## src/rtl/keypad_pkg.sv

```systemverilog
// Shared types, key codes and the (row, col) to key-code map for the keypad scanner.
package keypad_pkg;

  typedef enum logic [1:0] {
    SCAN         = 2'd0,
    DEBOUNCE     = 2'd1,
    PRESS        = 2'd2,
    WAIT_RELEASE = 2'd3
  } scan_state_e;

  localparam logic [3:0] KEY_A    = 4'd10;
  localparam logic [3:0] KEY_B    = 4'd11;
  localparam logic [3:0] KEY_C    = 4'd12;
  localparam logic [3:0] KEY_D    = 4'd13;
  localparam logic [3:0] KEY_STAR = 4'd14;
  localparam logic [3:0] KEY_HASH = 4'd15;

  localparam logic [3:0] ROW_IDLE = 4'b1110;
  localparam logic [3:0] COL_IDLE = 4'hF;

  function automatic logic [3:0] keymap(input logic [1:0] row, input logic [1:0] col);
    logic [3:0] code;
    code = 4'd0;
    case ({row, col})
      4'h0: code = 4'd1;
      4'h1: code = 4'd2;
      4'h2: code = 4'd3;
      4'h3: code = KEY_A;
      4'h4: code = 4'd4;
      4'h5: code = 4'd5;
      4'h6: code = 4'd6;
      4'h7: code = KEY_B;
      4'h8: code = 4'd7;
      4'h9: code = 4'd8;
      4'hA: code = 4'd9;
      4'hB: code = KEY_C;
      4'hC: code = KEY_STAR;
      4'hD: code = 4'd0;
      4'hE: code = KEY_HASH;
      4'hF: code = KEY_D;
      default: code = 4'd0;
    endcase
    return code;
  endfunction

  // True when exactly one column is pulled low; multi-key ghosts return false.
  function automatic logic one_low(input logic [3:0] cols);
    return (cols == 4'b1110) || (cols == 4'b1101) || (cols == 4'b1011) || (cols == 4'b0111);
  endfunction

  function automatic logic [1:0] col_index(input logic [3:0] cols);
    logic [1:0] idx;
    idx = 2'd0;
    case (cols)
      4'b1101: idx = 2'd1;
      4'b1011: idx = 2'd2;
      4'b0111: idx = 2'd3;
      default: idx = 2'd0;
    endcase
    return idx;
  endfunction

endpackage

```

## src/rtl/keypad_col_sync.sv

```systemverilog
// Two-flop synchronizer for the asynchronous keypad column lines; idles at all-released.
module keypad_col_sync
  import keypad_pkg::*;
(
  input  logic       clk,
  input  logic       reset,
  input  logic [3:0] col_n,
  output logic [3:0] col_s
);

  logic [3:0] meta;

  always_ff @(posedge clk) begin
    if (reset) begin
      meta  <= COL_IDLE;
      col_s <= COL_IDLE;
    end else begin
      meta  <= col_n;
      col_s <= meta;
    end
  end

endmodule

```

## src/rtl/keypad_scan.sv

```systemverilog
// 4x4 keypad scanner with debounce; one key_valid strobe per accepted press.
// Optional auto-repeat while a key is held: define KEYPAD_AUTOREPEAT_EN.
//
// state        | meaning
// SCAN         | rotate rows, sample columns on the last cycle of each row slot
// DEBOUNCE     | row frozen, require DEBOUNCE_CYC matching samples of the captured column
// PRESS        | single-cycle key_valid strobe, key_code updated
// WAIT_RELEASE | row frozen, wait for DEBOUNCE_CYC consecutive idle samples
module keypad_scan
  import keypad_pkg::*;
#(
  parameter int SCAN_DIV      = 1000,
  parameter int DEBOUNCE_CYC  = 20000
`ifdef KEYPAD_AUTOREPEAT_EN
  ,
  parameter int REPEAT_DELAY  = 50000,
  parameter int REPEAT_PERIOD = 10000
`endif
) (
  input  logic       clk,
  input  logic       reset,
  input  logic [3:0] col_n,
  output logic [3:0] row_n,
  output logic       key_valid,
  output logic [3:0] key_code,
  output logic       key_held
);

  localparam int SCAN_W = $clog2(SCAN_DIV);
  localparam int DB_W   = (DEBOUNCE_CYC > 1) ? $clog2(DEBOUNCE_CYC) : 1;
  localparam logic [SCAN_W-1:0] SCAN_LAST = SCAN_W'(SCAN_DIV - 1);
  localparam logic [DB_W-1:0]   DB_LAST   = DB_W'(DEBOUNCE_CYC - 1);

  scan_state_e       state, state_nxt;
  logic [3:0]        col_s;
  logic [1:0]        row_idx, row_idx_nxt;
  logic [SCAN_W-1:0] scan_cnt, scan_cnt_nxt;
  logic [DB_W-1:0]   db_cnt, db_cnt_nxt;
  logic [3:0]        cap_cols, cap_cols_nxt;
  logic [3:0]        code_q, code_nxt;
  logic              rep_fire;

  keypad_col_sync u_col_sync (
    .clk   (clk),
    .reset (reset),
    .col_n (col_n),
    .col_s (col_s)
  );

  always_ff @(posedge clk) begin
    if (reset) state <= SCAN;
    else       state <= state_nxt;
  end

  always_ff @(posedge clk) begin
    if (reset) begin
      row_idx  <= 2'd0;
      scan_cnt <= '0;
      db_cnt   <= '0;
      cap_cols <= COL_IDLE;
      code_q   <= 4'd0;
    end else begin
      row_idx  <= row_idx_nxt;
      scan_cnt <= scan_cnt_nxt;
      db_cnt   <= db_cnt_nxt;
      cap_cols <= cap_cols_nxt;
      code_q   <= code_nxt;
    end
  end

  always_comb begin
    state_nxt    = state;
    row_idx_nxt  = row_idx;
    scan_cnt_nxt = scan_cnt;
    db_cnt_nxt   = db_cnt;
    cap_cols_nxt = cap_cols;
    code_nxt     = code_q;
    key_valid    = 1'b0;
    key_held     = 1'b0;
    case (state)
      SCAN: begin
        if (scan_cnt == SCAN_LAST) begin
          scan_cnt_nxt = '0;
          if (one_low(col_s)) begin
            cap_cols_nxt = col_s;
            db_cnt_nxt   = '0;
            state_nxt    = DEBOUNCE;
          end else begin
            row_idx_nxt = row_idx + 2'd1;
          end
        end else begin
          scan_cnt_nxt = scan_cnt + 1'b1;
        end
      end
      DEBOUNCE: begin
        if (col_s != cap_cols) begin
          state_nxt    = SCAN;
          row_idx_nxt  = row_idx + 2'd1;
          scan_cnt_nxt = '0;
        end else if (db_cnt == DB_LAST) begin
          state_nxt = PRESS;
          code_nxt  = keymap(row_idx, col_index(cap_cols));
        end else begin
          db_cnt_nxt = db_cnt + 1'b1;
        end
      end
      PRESS: begin
        key_valid  = 1'b1;
        key_held   = 1'b1;
        db_cnt_nxt = '0;
        state_nxt  = WAIT_RELEASE;
      end
      WAIT_RELEASE: begin
        key_held = 1'b1;
        // Any non-idle sample (including a second key in this row) restarts the release count.
        if (col_s == COL_IDLE) begin
          if (db_cnt == DB_LAST) begin
            state_nxt    = SCAN;
            row_idx_nxt  = row_idx + 2'd1;
            scan_cnt_nxt = '0;
            db_cnt_nxt   = '0;
          end else begin
            db_cnt_nxt = db_cnt + 1'b1;
          end
        end else begin
          db_cnt_nxt = '0;
        end
      end
      default: state_nxt = SCAN;
    endcase
    key_valid = key_valid | rep_fire;
  end

`ifdef KEYPAD_AUTOREPEAT_EN
  localparam int HOLD_MAX = (REPEAT_DELAY > REPEAT_PERIOD) ? REPEAT_DELAY : REPEAT_PERIOD;
  localparam int HOLD_W   = $clog2(HOLD_MAX + 1);

  logic [HOLD_W-1:0] hold_cnt;
  logic [HOLD_W-1:0] rep_target;
  logic              rep_on;
  logic              rep_first;

  // hold_cnt equals cycles since PRESS (or since the previous repeat); a deviation kills repeats for good.
  assign rep_target = rep_first ? HOLD_W'(REPEAT_DELAY) : HOLD_W'(REPEAT_PERIOD);
  assign rep_fire   = (state == WAIT_RELEASE) && rep_on && (col_s == cap_cols) &&
                      (hold_cnt == rep_target);

  always_ff @(posedge clk) begin
    if (reset) begin
      hold_cnt  <= '0;
      rep_on    <= 1'b0;
      rep_first <= 1'b0;
    end else if (state == PRESS) begin
      hold_cnt  <= HOLD_W'(1);
      rep_on    <= 1'b1;
      rep_first <= 1'b1;
    end else if ((state == WAIT_RELEASE) && rep_on) begin
      if (col_s != cap_cols) begin
        rep_on <= 1'b0;
      end else if (rep_fire) begin
        hold_cnt  <= HOLD_W'(1);
        rep_first <= 1'b0;
      end else begin
        hold_cnt <= hold_cnt + 1'b1;
      end
    end
  end
`else
  assign rep_fire = 1'b0;
`endif

  assign row_n    = ~(~ROW_IDLE << row_idx);
  assign key_code = code_q;

endmodule

```

## config.mk

```make
export PLATFORM = sky130hd
export DESIGN_NAME = keypad_scan
export DESIGN_NICKNAME = d
export VERILOG_FILES = /design/src/rtl/keypad_pkg.sv /design/src/rtl/keypad_col_sync.sv /design/src/rtl/keypad_scan.sv
export SDC_FILE = /design/constraint.sdc
export NUM_CORES = 1
export LEC_CHECK = 0
export ABC_AREA = 1
export BUFFER_PORTS_ARGS = -buffer_cell sky130_fd_sc_hd__clkbuf_2
export CORE_MARGIN = 2
export CORE_UTILIZATION = 39
export CTS_BUF_LIST = sky130_fd_sc_hd__clkbuf_4
export CTS_CLUSTER_SIZE = 25
export DETAILED_ROUTE_END_ITERATION = 8
export SLEW_MARGIN = 30
export SYNTH_ARGS = -nofsm -noshare
export SYNTH_HDL_FRONTEND = slang
export SYNTH_SLANG_ARGS = --single-unit
```

## constraint.sdc

```tcl
create_clock -name clk -period 2.5 [get_ports clk]
set_clock_uncertainty 0.1 [all_clocks]
set_input_delay 0 -clock clk [delete_from_list [all_inputs] [get_ports clk]]
set_output_delay 0 -clock clk [all_outputs]
set_load 0.03 [all_outputs]
```

# Word level (Yosys, flattened, before mapping)
# Memories as Yosys holds them, arrays and structs flattened. A register that Yosys moved wholly into a read port is not among the register bits.
# Index checks and enable logic that the tools add are counted.
# totals
n_memories	1
out_inout_bits	10
register_bits	41
mem_bits_ro	64
# memory_table
name	depth	width	read_ports	rd_ports_with_merged_regs	write_ports	line	text
(no name shown)	16	4	1	1	0	keypad_pkg.sv:24	case ({row, col})
# classes
shift	1
n_eq_ne	23
n_bitwise	2
n_mux	31
n_reduce_logical	12
add_sub_neg	3
# op_table
op	count
2-to-1 mux 15 bit	6
one-hot mux 15 bit (4 select lines)	1
2-to-1 mux 10 bit	4
one-hot mux 10 bit (3 select lines)	1
2-to-1 mux 2 bit	14
equality test 4 bit (second input constant)	6
inequality test 2 bit (second input constant)	8
adder 15 x 1 -> 15 bit (second input constant)	1
equality test 15 bit (second input constant)	1
one-hot mux 2 bit (3 select lines)	2
adder 10 x 1 -> 10 bit (second input constant)	1
equality test 10 bit (second input constant)	1
equality test 4 x 3 -> 1 bit (second input constant)	2
one-hot mux 2 bit (4 select lines)	1
AND reduction 4 bit	2
AND reduction 3 bit	2
AND reduction 6 bit	1
AND reduction 5 bit	1
equality test 2 bit (second input constant)	2
inequality test 4 bit	1
inverter 4 bit	1
<< shifter 1 x 2 -> 4 bit (first input constant)	1
logical OR 1 bit	3
inequality test 3 bit (second input constant)	1
7 further kinds	8

# Depth between registers and ports, before layout
# depth
depth_word	7
ltp_mapped	13
depth_no_buf	12

# Modules after synthesis
# Synthesis repeated with hierarchy kept, for this count alone.
# hier_totals
hier_cells	431
hier_area_um2	2819.0
# by_module_without_submodules
mod	cells_each	instances	area_each_um2	seq_area_each_um2
keypad_scan	406	1	2595.0	740.7
keypad_col_sync	25	1	224.0	160.2

# Worst setup path after synthesis
# OpenSTA, ideal clock, no wires.
# synth_path
path_type	register -> register
startpoint	reg cap_cols[3]
endpoint	reg code_q[3], in the netlist key_code[3]
setup_time_ps	70
slack_ps	720
arrival_ps	1610
period_less_slack_ps	1780
stages_incl_launch_ff	11
path_cell_list	dfxtp_1 > inv_2 > nor2_1 > nor2_1 > nor2_1 > inv_1 > ha_1 > or2_2 > a21oi_1 > a21oi_1 > a21oi_1
# synth_via
elab_chain_cells	5
elab_cells_between_ends	10
cone_classes	eq/ne: 4; mux: 4; bitwise: 1; reduce/logical: 1
# synth_rtl
item	line	text
start, declared	keypad_scan.sv:39	logic [3:0] cap_cols, cap_cols_nxt;
start signal, assigned	keypad_scan.sv:66	cap_cols <= cap_cols_nxt;
equality test 4 x 3 -> 1 bit or equality test 4 bit (tied branches)	keypad_pkg.sv:54	case (cols)
one-hot mux 2 bit (3 select lines)	keypad_pkg.sv:54	
2-to-1 mux 2 bit	keypad_scan.sv:100	end else if (db_cnt == DB_LAST) begin
2-to-1 mux 2 bit	keypad_scan.sv:96	if (col_s != cap_cols) begin
2-to-1 mux 2 bit	keypad_scan.sv:80	case (state)
end, declared	keypad_scan.sv:40	logic [3:0] code_q, code_nxt;
# Parallel ways exist; a longest one is shown, timed or not. The select of a mux whose other input is x is not followed.
# A chain may end at the register's enable or synchronous reset.

# Final worst setup path
# layout_path
startpoint	reg scan_cnt[0]
endpoint	reg db_cnt[14]
# layout_via
elab_chain_cells	3
# layout_rtl
item	line	text
start, declared	keypad_scan.sv:37	logic [SCAN_W-1:0] scan_cnt, scan_cnt_nxt;
start signal, assigned	keypad_scan.sv:64	scan_cnt <= scan_cnt_nxt;
equality test 10 bit	keypad_scan.sv:82	if (scan_cnt == SCAN_LAST) begin
inequality test 2 bit (no source line)	-	
AND reduction 4 bit (no source line)	-	
end signal, assigned	keypad_scan.sv:65	db_cnt <= db_cnt_nxt;
end, declared	keypad_scan.sv:38	logic [DB_W-1:0] db_cnt, db_cnt_nxt;
# No other way between the ends.

==> out/results.ini <==
[worst_setup_path]
cpLargestDelayFamily=simple AND/OR/NAND/NOR gates
rr_endpoint=db_cnt[14]
cp_max_fo=22
path_common_cell=nand2_1
cp_slowest_cell=dfxtp_1
critPathArrivalTime_ns=2.39
reg2reg_from=scan_cnt[0]
start_kind=flip-flop
r2r_cells=9
reg2reg_slack_ns=0.33
worstPathRequired_ns=2.72
crit_type=reg2reg
slowest_delay_ns=0.46
crit_chain=ha_1 > nand2_1 > inv_1 > nand3_2 > nand2_1 > nand2_2 > nor2_4 > nand2_1 > a21oi_2
crit_path_end_kind=flip-flop
worst-path-buf-inv=1

[yosys]
synth_edf_count=0
synth_nets=474
syn_area_per_cell_um2=6.33
yosysWarnings=0
ys_types=30
async_flop_share_pct=0
ys_seq_area_share_pct=31.2
synthesis.area_mm2=0.00289
synth_common_cells=nand2_1, inv_1, nor2_1
synth_top_area_cell=dfxtp_1
synth_top_area_share_pct=31.2
synth.most_common_cell=nand2_1
synth_area_leaders=dfxtp_1, nand2_1, inv_1, nor2_1, nand3_1
ys.flop_type=dfxtp_1
ys_ff_latch=45
syn_inst=457

[cells_and_area]
n_fill_cell=808
diodes=0
design_area_mm2=0.00316
area_delta_synth_final_pct=9.30
final_util_pct=43.8
multi_input_area_mm2=0.00169
regArea_um2=901
final_net_count=493
drive_gt1_share_pct=14.9

[timing]
timing.final.ws_setup_ns=0.332
finalCritPeriodShare_pct=86.7
slew_headroom_pct=62.8
rsz0062_at_grt=no
hold_viol_final=0
period_minus_slack_ns=2.17
slew_viol_final=0
fmax_mhz=461
whs_ns=0.219
setup_viol=0
setup_tns_ns=0
tightestPinTransition_ns=0.557

[worst_hold_path]
hold_depth=3
min_to=u_col_sync.meta[0]
hold_path_class=in2reg
min_from=col_n[0]

[clock_network]
insertion_delay_ns=0.38
clkSinkCount=45
cts_buffers=5
clkTransAtPathRegs_ns=0.16
htree_levels=2
tritoncts=yes
cts.repair.resized=0
cts-root-buf=clkbuf_4
clock_path_buffers=2

[route]
drt_pass1_iterations=4
ant_nets=0
route.detailed.drc=0
drtIter0Drc=122
wl_per_cell_um=11.2
viasPerCell=4.70
vias=2708
routed_wirelength_um=6480

[floorplan]
pin_count=16
coreArea_mm2=0.00721
die_w_um=90.1
die_area_mm2=0.00812
rows=31
die_h_um=90.1
start_util_pct=40.1

[grt]
grt_start_max_net_pins=27
grt_antenna_before_repair=0
grt_pass1_vias=2532
grt.total_usage_pct=16.4
overflow=0
grt_pass1_wl_um=11200

[place]
place_area_mm2=0.00305
place_hpwl_um=4700
place_congestion=0.853
port_buffers=15
place_ws_ns=0.347

[power]
pwr_density_cell_mw_per_mm2=375
peakVddDrop_mv=0.206
p_leak_nw=1.40

[run_status]
status=complete, no violations

[flow_run]
cap_violations=0

==> routing by layer <==
metal,vias up,global-route usage [%],wire [um]
li1,1471,-,-
met1,1195,21.9,3310
met2,35,26.8,2900
met3,7,2.85,192
met4,0,5.77,78
met5,-,0,0
==> flip-flops by register name, indices dropped and copies added, names as in the netlist, named ones only <==
register / flops
cap_cols: 4
db_cnt: 15
key_code: 4
row_idx: 2
scan_cnt: 10
state: 1
u_col_sync.col_s: 4
u_col_sync.meta: 4
==> final cells by class <==
cell class,instances,area share [%]
inverters,63,7.48
repair buffers,23,4.67
multi-input cells,338,53.4
clock buffers,5,1.19
clock inverters,3,0.792
well taps,99,3.92
flip-flops and latches,45,28.5
==> worst max path at each step <==
stage	start	endpoint	slack (ns)	cells past startpoint
6_report	scan_cnt[0]	db_cnt[14]	0.33	9
3_3_place_gp	db_cnt[0]	db_cnt[8]	0.41	12
5_1_grt	scan_cnt[0]	db_cnt[8]	0.12	11
4_1_cts	db_cnt[0]	db_cnt[8]	0.33	12
3_5_place_dp	db_cnt[0]	db_cnt[8]	0.35	12
2_1_floorplan	cap_cols[3]	key_code[3]	0.72	10
==> where the power goes <==
part	switching [W]	internal, W	total [W]
registers	0.00000847	0.000728	0.000736
clock network	0.000271	0.000115	0.000387
logic	0.0000358	0.0000262	0.0000621
total	0.000316	0.000869	0.00118
==> layout by cell type, fill, tap and decap left out, drive strengths merged <==
cell	count
a211oi	1
a21oi	33
buf	3
clkbuf	20
clkinv	2
clkinvlp	1
dfxtp	45
dlygate4sd3	5
ha	11
inv	63
nand2	139
nand3	35
nand4	5
nor2	64
nor3	7
nor3b	1
nor4	1
o211ai	1
o21ai	25
o21bai	2
or2	10
xor2	3
==> metrics by stage <==
stage,total power [W],instances
after global placement,0.000808,563
final,0.00118,576
after detailed placement,0.000808,563
after floorplan,0.000793,457
after global routing,0.00124,576
after CTS,0.00120,576
==> what timing repair did <==
item,4_1_cts,5_1_grt
setup buffers,0,0
hold endpoints to repair,17,0
hold buffers,5,0
==> logic make-up (layout without fill, tap and decap cells) <==
kind of cell	count (synthesis)	in the layout	synth area share (%)
AOI/OAI and AO/OA	62	62	12.0
xor gates and xnor gates	3	3	0.909
buffers and inverters	74	94	10.4
adders and majority gates	11	11	4.76
DFF	45	45	31.2
and+or+nand+nor	262	262	40.8
==> worst min-delay path, stage by stage <==
cell	delay, ns
dlygate4sd3_1	0.52
clkbuf_2	0.09
or2_2	0.08
Power figures use the tool's default switching activity.
